## src/rtl/sipo_rx.sv

```systemverilog
// sipo_rx: LSB-first serial-to-parallel receiver with a valid/ready
// output register and sticky overrun / frame-error flags.
module sipo_rx #(
  parameter int WIDTH = 4
) (
  input  logic             clk,
  input  logic             reset,
  input  logic             serial_in,
  input  logic             frame_start,
  input  logic             out_ready,
  input  logic             clr_flags,
  output logic [WIDTH-1:0] parallel_out,
  output logic             out_valid,
  output logic             busy,
  output logic             overrun,
  output logic             frame_err
);

  localparam int CW = $clog2(WIDTH);
  localparam logic [CW-1:0] LAST = CW'(WIDTH - 1);

  typedef enum logic {
    IDLE,
    SHIFT
  } state_t;

  state_t           state;
  state_t           state_nx;
  logic [WIDTH-1:0] sreg;
  logic [WIDTH-1:0] sreg_nx;
  logic [CW-1:0]    cnt;
  logic [CW-1:0]    cnt_nx;
  logic             done;
  logic             restart;
  logic             accept;
  logic             room;

  assign accept = out_valid & out_ready;
  assign room   = ~out_valid | out_ready;
  assign busy   = (state == SHIFT);

  always_ff @(posedge clk or posedge reset) begin
    if (reset) begin
      state <= IDLE;
      sreg  <= '0;
      cnt   <= '0;
    end else begin
      state <= state_nx;
      sreg  <= sreg_nx;
      cnt   <= cnt_nx;
    end
  end

  // Samples enter at the MSB so sample n lands in bit n after WIDTH shifts.
  always_comb begin
    state_nx = state;
    sreg_nx  = sreg;
    cnt_nx   = cnt;
    done     = 1'b0;
    restart  = 1'b0;
    unique case (state)
      IDLE: begin
        if (frame_start) begin
          sreg_nx  = {serial_in, sreg[WIDTH-1:1]};
          cnt_nx   = CW'(1);
          state_nx = SHIFT;
        end
      end
      SHIFT: begin
        sreg_nx = {serial_in, sreg[WIDTH-1:1]};
        if (frame_start) begin
          restart = 1'b1;
          cnt_nx  = CW'(1);
        end else if (cnt == LAST) begin
          done     = 1'b1;
          cnt_nx   = '0;
          state_nx = IDLE;
        end else begin
          cnt_nx = cnt + CW'(1);
        end
      end
      default: ;
    endcase
  end

  always_ff @(posedge clk or posedge reset) begin
    if (reset) begin
      parallel_out <= '0;
      out_valid    <= 1'b0;
      overrun      <= 1'b0;
      frame_err    <= 1'b0;
    end else begin
      if (done && room) begin
        parallel_out <= sreg_nx;
        out_valid    <= 1'b1;
      end else if (accept) begin
        out_valid <= 1'b0;
      end
      // A new event on the clearing edge keeps the flag set.
      overrun   <= (done & ~room) | (overrun & ~clr_flags);
      frame_err <= restart | (frame_err & ~clr_flags);
    end
  end

endmodule

```

## config.mk

```make
export PLATFORM = sky130hd
export DESIGN_NAME = sipo_rx
export DESIGN_NICKNAME = d
export VERILOG_FILES = /design/src/rtl/sipo_rx.sv
export SDC_FILE = /design/constraint.sdc
export NUM_CORES = 1
export LEC_CHECK = 0
export CAP_MARGIN = 20
export CELL_PAD_IN_SITES_DETAIL_PLACEMENT = 1
export CELL_PAD_IN_SITES_GLOBAL_PLACEMENT = 1
export CORE_MARGIN = 2
export CORE_UTILIZATION = 35
export CTS_BUF_LIST = sky130_fd_sc_hd__clkbuf_4 sky130_fd_sc_hd__clkbuf_8
export DETAILED_ROUTE_END_ITERATION = 8
export PLACE_DENSITY_LB_ADDON = 0.1
export RECOVER_POWER = 25
export SYNTH_ARGS = -nofsm -noshare
export SYNTH_HDL_FRONTEND = slang
export SYNTH_SLANG_ARGS = --single-unit
```

## constraint.sdc

```tcl
create_clock -name clk -period 1.3 [get_ports clk]
set_input_delay 0.26 -clock clk [delete_from_list [all_inputs] [get_ports clk]]
set_output_delay 0.26 -clock clk [all_outputs]
set_load 0.01 [all_outputs]
```

==> results.cfg, run 1 <==
[global_routing]
antenna_found_initial = 0
grt_max_degree = 15
grt_use_total_pct = 16.82
grt-ovfl-total = 0
grt_pass1_wl_microns = 2228
grt_pass1_vias = 476

[drt]
wl_met1_microns = 518
vias_per_cell = 5.012
drt-pass1-iter-count = 3
drt-initial-drc-count = 2
routed.top_layer = met4
wl_met3_microns = 80
drc_errors = 0
route.met2.wl_microns = 741
wire_per_inst_microns = 16.35
wl_microns = 1357
ant_nets = 0
vias = 416

[layout]
final_common_cell = dfrtp_1
antenna-diode-count = 0
final_cell_mix = 13 x dfrtp_1, 9 x buf_4, 8 x mux2_4, 7 x dlygate4sd2_1, 4 x clkdlybuf4s50_1
fin_cells = 83
syn2layout_area_growth_pct = 50.55
layout-drive-gt1-share_pct = 40.30
fill_cells = 158
final_nets = 75

[sta]
fin_skew_ps = 8.539
finalSetupViolations = 4
max_freq_ghz = 0.7046
final.min_clock_period_ps = 1419
post-route-period-util_pct = 109.2
setup_ws_ps = -119.2
whs_ps = 512.9
slew_headroom_pct = 51.51
worst_pin_slew_ps = 727.3
rsz0062_at_grt = yes
hold_viol_final = 0
drv_slew = 0

[placed_design]
io_buffer_count = 13
hpwlAfterDp_microns = 970
place.gp.congestion = 0.6021
dp_slack_ps = -390.6
place_inst = 74

[clock_tree]
cts_hold_buf = 0
clkTransAtPathRegs_ps = 90
cts_root_buf = clkbuf_4
cts_tree = done
clk_latency_ps = 280
cts_made_buffers = 3
cts.sinks = 14
htree_levels = 1
clockBufferDepth = 2

[critical_path]
cp_common_cell = mux2_4
path_max_fanout = 4
crit_slowest_cell = dfrtp_2
end_kind = register
critPathMaxStageDelay_ps = 420
cp_cell_sequence = buf_6 > nor2_4 > mux2_4 > mux2_4
crit_path_start_kind = register
cp.required_ps = 1460
cp_data_arrival_time_ps = 1580
critPathKind = reg -> reg

[yosys]
synth_area_sq_um = 566.8
syn_inst = 40
synth-seq-cells = 14
synth_cell_type_count = 17
synth.avg_cell_area_sq_um = 14.17
yosysWarnings = 0
ys_seq_area_share_pct = 61.81
syn-num-nets = 47

[power_and_ir_drop]
peakVddDrop_uv = 898.6
p_total_mw = 1.746
power_leakage_nw = 0.4223
powerDensity_mw_per_mm2 = 2047

[floorplanning]
floorplan.initialDensity_pct = 37.62
dieWidth_microns = 44.24
num_io_pins = 14
core.rowCount = 14
die_area_sq_mm = 0.001957
die_y_microns = 44.24
core_sq_mm = 0.001506

[outcome]
violations = setup timing
status = complete, but fails checks

[run]
drv_cap = 0

[hold_path]
min_path_type = reg -> reg
## stage by stage
stage / util [%] / setup TNS [ps] / cell area [sq um]
6_report: 56.64 / -453.5 / 853.3
2_1_floorplan: - / -201.6 / 571.8
5_1_grt: 56.64 / -597.6 / 853.3
4_1_cts: 55.40 / -511.1 / 834.6
3_5_place_dp: 50.42 / -2068 / 759.5
3_3_place_gp: 50.42 / -1858 / 759.5
## cell families after synthesis
family	after synthesis	share of synthesized area, %
flip-flops	14	61.81
multiplexers	9	20.31
buffers and inverters	4	2.648
adder cells (fa/ha/maj)	1	2.207
AND/OR/NAND/NOR	8	8.169
AO/OA/AOI/OAI	4	4.857
## cell type report
| type | instances | area, sq um | share of cell area, % |
|---|---|---|---|
| Timing Repair Buffer | 23 | 193.9 | 22.73 |
| Sequential cell | 14 | 351.6 | 41.20 |
| Tap cell | 16 | 20.02 | 2.346 |
| Inverter | 4 | 17.52 | 2.053 |
| Clock buffer | 4 | 36.28 | 4.252 |
| Multi-Input combinational cell | 22 | 234.0 | 27.42 |
## final timing paths
check	startpoint	end	slack, ps	cells after the start
setup reg to reg	busy	parallel_out[2]	-120	4
setup / recovery	busy	parallel_out[2]	-120	4
min in group asynchronous	reset	out_valid	600	3
max in group asynchronous	reset	busy	200	3
hold reg to reg	parallel_out[3]	parallel_out[3]	510	1
hold / removal	parallel_out[3]	parallel_out[3]	510	1
## synth_stat cells, drive strengths merged
master,count,area share [%]
a211o,1,1.5
and2b,1,1.8
dfrtp,14,62
ha,1,2.2
inv,4,2.6
mux2,8,19
mux2i,1,1.8
nand2,2,1.3
nand2b,1,1.1
nand3b,1,1.3
nor2,2,1.8
nor3,1,0.88
o21ai,1,0.88
o21bai,1,1.3
o22ai,1,1.1
## worst max-delay path, delay by kind of cell (launching register included)
| kind | cells | cell delay, ps |
|---|---|---|
| buffers and inverters | 1 | 130 |
| DFF | 1 | 420 |
| and+or+nand+nor | 1 | 160 |
| muxes | 2 | 590 |
## sequential cells by signal, indices dropped and copies added, names as in the netlist
| name | cells |
|---|---|
| cnt | 2 |
| frame_err | 1 |
| parallel_out | 4 |
| overrun | 1 |
| busy | 1 |
| out_valid | 1 |
| sreg | 4 |
## power breakdown
part	internal, mW	switching (mW)
registers	0.590	0.102
logic	0.448	0.295
clock network	0.170	0.141
## what timing repair did
item,in CTS,in global routing
resized for setup,15,4
setup endpoints to repair,12,5
pin swaps,1,2
endpoints found under the hold margin,0,0
buffers inserted,4,1
## per-layer routing
layer  up-vias  GRT usage [%]
met5         -              0
li1        193              -
met3         4          7.755
met1       206          17.63
met4         0          6.667
met2        13          29.12
Note: power is estimated with default switching activity, not from simulation.
==> run 2, diff against run 1 <==
--- a/config.mk
+++ b/config.mk
@@ -10,7 +10,7 @@
 export CELL_PAD_IN_SITES_GLOBAL_PLACEMENT = 1
 export CORE_MARGIN = 2
 export CORE_UTILIZATION = 35
-export CTS_BUF_LIST = sky130_fd_sc_hd__clkbuf_4 sky130_fd_sc_hd__clkbuf_8
+export CTS_BUF_LIST = sky130_fd_sc_hd__clkbuf_8
 export DETAILED_ROUTE_END_ITERATION = 8
 export PLACE_DENSITY_LB_ADDON = 0.1
 export RECOVER_POWER = 25
==> results.cfg, run 2 (synthesis gave the netlist of run 1 again) <==
[power_and_ir_drop]
peakVddDrop_uv = 1223
power_leakage_nw = 0.4393
powerDensity_mw_per_mm2 = 2114

[drt]
wl_microns = 1366
ant_nets = 0
drt-pass1-iter-count = 4
drc_errors = 0
vias = 417
wire_per_inst_microns = 16.46
drt-initial-drc-count = 5
vias_per_cell = 5.024

[critical_path]
crit_path_start_kind = register
cp_data_arrival_time_ps = 1580
cp.required_ps = 1430
critPathKind = reg -> reg
end_kind = register
path_max_fanout = 4

[global_routing]
grt_pass1_wl_microns = 2270
grt_use_total_pct = 17.35
gr-max-usage-layer = met2
grt_max_degree = 15
antenna_found_initial = 0
grt_util_met1_pct = 18.21
grt_pass1_vias = 473
use_met3_pct = 7.755
grtUsageMet2_pct = 28.53
grt-ovfl-total = 0

[sta]
final.min_clock_period_ps = 1449
worst_pin_slew_ps = 747.8
post-route-period-util_pct = 111.5
drv_slew = 0
slew_headroom_pct = 50.14
whs_ps = 511.2
finalSetupViolations = 4
setup_ws_ps = -149.2
hold_viol_final = 0
max_freq_ghz = 0.6901
fin_skew_ps = 2.253
rsz0062_at_grt = yes

[clock_tree]
cts_tree = done
cts_made_buffers = 3
clockBufferDepth = 2
htree_levels = 1
clkTransAtPathRegs_ps = 60
clk_latency_ps = 250
cts_root_buf = clkbuf_8
cts.sinks = 14
cts_hold_buf = 0

[layout]
final_util_pct = 57.64
syn2layout_area_growth_pct = 53.20
antenna-diode-count = 0
post-route-cell-area_sq_um = 868.3
layout-drive-gt1-share_pct = 37.31
final_nets = 75
final_common_cell = dfrtp_1
top_regs = parallel_out: 4 flops, sreg: 4 flops, cnt: 2 flops
final_cell_mix = 13 x dfrtp_1, 8 x mux2_4, 8 x dlygate4sd2_1, 8 x buf_4

[floorplanning]
die_y_microns = 44.24
core_sq_mm = 0.001506
num_io_pins = 14
floorplan.initialDensity_pct = 37.62
core.rowCount = 14
die_area_sq_mm = 0.001957
dieWidth_microns = 44.24

[placed_design]
io_buffer_count = 13
place.gp.congestion = 0.6021
dp_slack_ps = -390.6
hpwlAfterDp_microns = 970
place_area_sq_um = 759.5

[run]
drv_cap = 0

[hold_path]
min_path_type = reg -> reg

[outcome]
status = complete, but fails checks
violations = setup timing
[run 2: area by class of cell]
class	instances	area (sq um)
fill	150	638.1
sequential	14	351.6
tap	16	20.02
multi-input combinational	22	221.5
clock buffer	4	55.05
timing repair buffer	23	205.2
inverter	4	15.01
[run 2: critical path, cell delays in order, from the launching register on]
cell and delay (ps):
dfrtp_2 420, buf_12 130, nor2_4 180, mux2_4 330, mux2_4 260
[run 2: repair_timing]
item                       4_1_cts  5_1_grt
pin swaps                        0        1
setup buffers                    1        4
gates resized for setup         10        6
setup endpoints to repair       12        4
[run 2: path summary, 6_finish.rpt]
kind | start | endpoint | slack [ps] | depth (start not counted)
min | parallel_out[1] | parallel_out[1] | 510 | 1
min reg2reg | parallel_out[1] | parallel_out[1] | 510 | 1
min in group asynchronous | reset | out_valid | 650 | 3
max | busy | parallel_out[2] | -150 | 4
max in group asynchronous | reset | busy | 130 | 3
max reg2reg | busy | parallel_out[2] | -150 | 4
[run 2: per-layer routing]
metal  vias to the layer above  wire length [microns]
met1                       205                    507
met2                        15                    732
met4                         0                     47
met5                         -                      0
li1                        190                      -
met3                         7                     80
[run 2: per-stage QoR]
stage / power [mW] / TNS [ps] / cells
floorplan: 1.018 / -201.6 / 40
global route: 1.967 / -749.1 / 83
global placement: 1.298 / -1858 / 74
CTS: 1.775 / -578.3 / 79
detailed placement: 1.352 / -2068 / 74
finish: 1.836 / -567.9 / 83
[run 2: report_power, final]
part           switching [mW]  total, mW  internal, mW
Clock                   0.157      0.426         0.269
Sequential             0.0897      0.682         0.592
Combinational           0.288      0.729         0.441
==> run 3, diff against run 2 <==
--- a/config.mk
+++ b/config.mk
@@ -12,6 +12,7 @@
 export CORE_UTILIZATION = 35
 export CTS_BUF_LIST = sky130_fd_sc_hd__clkbuf_8
 export DETAILED_ROUTE_END_ITERATION = 8
+export GPL_TIMING_DRIVEN = 0
 export PLACE_DENSITY_LB_ADDON = 0.1
 export RECOVER_POWER = 25
 export SYNTH_ARGS = -nofsm -noshare
==> constraint.sdc (replaced) <==
create_clock -name clk -period 1.3 [get_ports clk]
set_input_delay 0.195 -clock clk [delete_from_list [all_inputs] [get_ports clk]]
set_output_delay 0.195 -clock clk [all_outputs]
set_load 0.01 [all_outputs]
==> results.cfg, run 3 (synthesis gave the netlist of run 1 again) <==
[layout]
fill_cells = 151
layout-drive-gt1-share_pct = 34.92
antenna-diode-count = 0
final_cell_mix = 13 x dfrtp_1, 9 x dlygate4sd2_1, 6 x buf_4
syn2layout_area_growth_pct = 43.71
post-route-cell-area_sq_um = 814.5
final_nets = 71
top_regs = parallel_out: 4 flops, sreg: 4 flops, cnt: 2 flops
final_common_cell = dfrtp_1
regArea_sq_um = 351.6
multi_input_area_sq_um = 209.0

[sta]
fin_skew_ps = 1.951
max_freq_ghz = 0.7114
drv_slew = 0
post-route-period-util_pct = 108.1
rsz0062_at_grt = yes
setup-tns-final_ps = -415.5
hold_viol_final = 0
setup_ws_ps = -105.8
final.min_clock_period_ps = 1406
worst_pin_slew_ps = 499.3
finalSetupViolations = 4
slew_headroom_pct = 66.67

[clock_tree]
cts_tree = done
clk_latency_ps = 240
cts_root_buf = clkbuf_8
clockBufferDepth = 2
cts_hold_buf = 0
clkTransAtPathRegs_ps = 60
cts_made_buffers = 3
cts.sinks = 14
htree_levels = 1

[drt]
drt-initial-drc-count = 0
drt-pass1-iter-count = 1
wl_microns = 1066
ant_nets = 0
vias_per_cell = 4.937
vias = 390
drc_errors = 0
wire_per_inst_microns = 13.49

[critical_path]
startpoint = cnt[0]
critPathMaxStageDelay_ps = 360
end_kind = register
crit_cells = 4
path_delay_family = simple AND/OR/NAND/NOR gates
cp.required_ps = 1430
cp_data_arrival_time_ps = 1530
cp_num_buf_inv = 0
rr_worst_depth = 4
crit_slowest_cell = dfrtp_1
path_max_fanout = 4
cp_cell_sequence = ha_2 > nand3b_1 > and2b_4 > mux2_4
setup.worst_path.end = parallel_out[0]
worstReg2RegEnd = parallel_out[0]
crit_path_start_kind = register
rrSetupSlack_ps = -110
critPathKind = reg -> reg
r2r-start = cnt[0]

[power_and_ir_drop]
p_comb_share_pct = 36.8
powerDensity_mw_per_mm2 = 2123
swShare_pct = 28.00
pwr-share-clk_pct = 24.0
intPower_mw = 1.245
peakVddDrop_uv = 904.6
seqPwrFrac_pct = 39.2
p_sw_mw = 0.4842
power_leakage_nw = 0.4032

[floorplanning]
dieWidth_microns = 44.24
core.rowCount = 14
num_io_pins = 14
core_sq_mm = 0.001506
floorplan.initialDensity_pct = 37.62
die_area_sq_mm = 0.001957
die_y_microns = 44.24

[global_routing]
grtUsageMet2_pct = 20.88
grt_pass1_wl_microns = 1800
antenna_found_initial = 0
gr-max-usage-layer = met2
grt_use_total_pct = 13.16
grt_max_degree = 15
grt_util_met1_pct = 16.14
grt-ovfl-total = 0
use_met3_pct = 2.449
grt_pass1_vias = 426

[placed_design]
hpwlAfterDp_microns = 826
place_area_sq_um = 721.9
place.gp.congestion = 0.6153
io_buffer_count = 13

[outcome]
status = complete, but fails checks
violations = setup timing

[run]
drv_cap = 0

[hold_path]
min_path_type = in -> reg
-- run 3: cell types whose count changed in the layout (fill, tap and decap cells not counted), sizes merged --
cell         delta
buf             -4
clkbuf          -1
dlygate4sd2     +1
-- run 3: area by class of cell --
class / count / area share (%)
multi-input combinational: 22 / 25.65
timing repair buffer: 19 / 20.12
clock buffer: 4 / 6.759
tap: 16 / 2.458
sequential: 14 / 43.16
inverter: 4 / 1.843
-- run 3: routing by layer --
metal	vias to the layer above	wire length (microns)
li1	181	-
met1	197	450
met2	10	550
met3	2	44
met4	0	21
met5	-	0
-- run 3: repair_timing --
| action | CTS | global route |
|---|---|---|
| buffers inserted | 5 | 1 |
| resized for setup | 11 | 0 |
| gates cloned | 0 | 0 |
| setup endpoints to repair | 12 | 4 |
-- run 3: worst register-to-register path, stage by stage, from the launching register on --
cell and delay, ps:
dfrtp_1 360, ha_2 190, nand3b_1 110, and2b_4 320, mux2_4 310
-- run 3: power groups by stage --
stage	sequential, mW	combinational (mW)	clock [mW]
finish	0.678	0.636	0.416
global route	0.697	0.690	0.450
CTS	0.681	0.631	0.436
detailed placement	0.697	0.603	0
global placement	0.684	0.571	0
floorplan	0.724	0.294	0
-- run 3: metrics by stage --
step	worst slack [ps]	hold WS, ps	total power, mW	util (%)	instances
floorplan	-50.41	84.22	1.018	-	40
global placement	-422.6	479.9	1.254	47.92	69
detailed placement	-465.2	494.2	1.300	47.92	69
CTS	-94.81	301.8	1.748	53.57	78
global route	-180.8	413.4	1.837	54.07	79
finish	-105.8	399.2	1.729	54.07	79
-- run 3: how the worst min path moves through the flow --
stage	from	to	slack (ps)	depth (start not counted)
4_1_cts	reset	frame_err	300	2
3_5_place_dp	sreg[0]	sreg[0]	490	1
6_report	frame_start	cnt[1]	400	2
3_3_place_gp	sreg[0]	sreg[0]	480	1
2_1_floorplan	reset	busy	80	1
5_1_grt	frame_start	cnt[1]	410	2
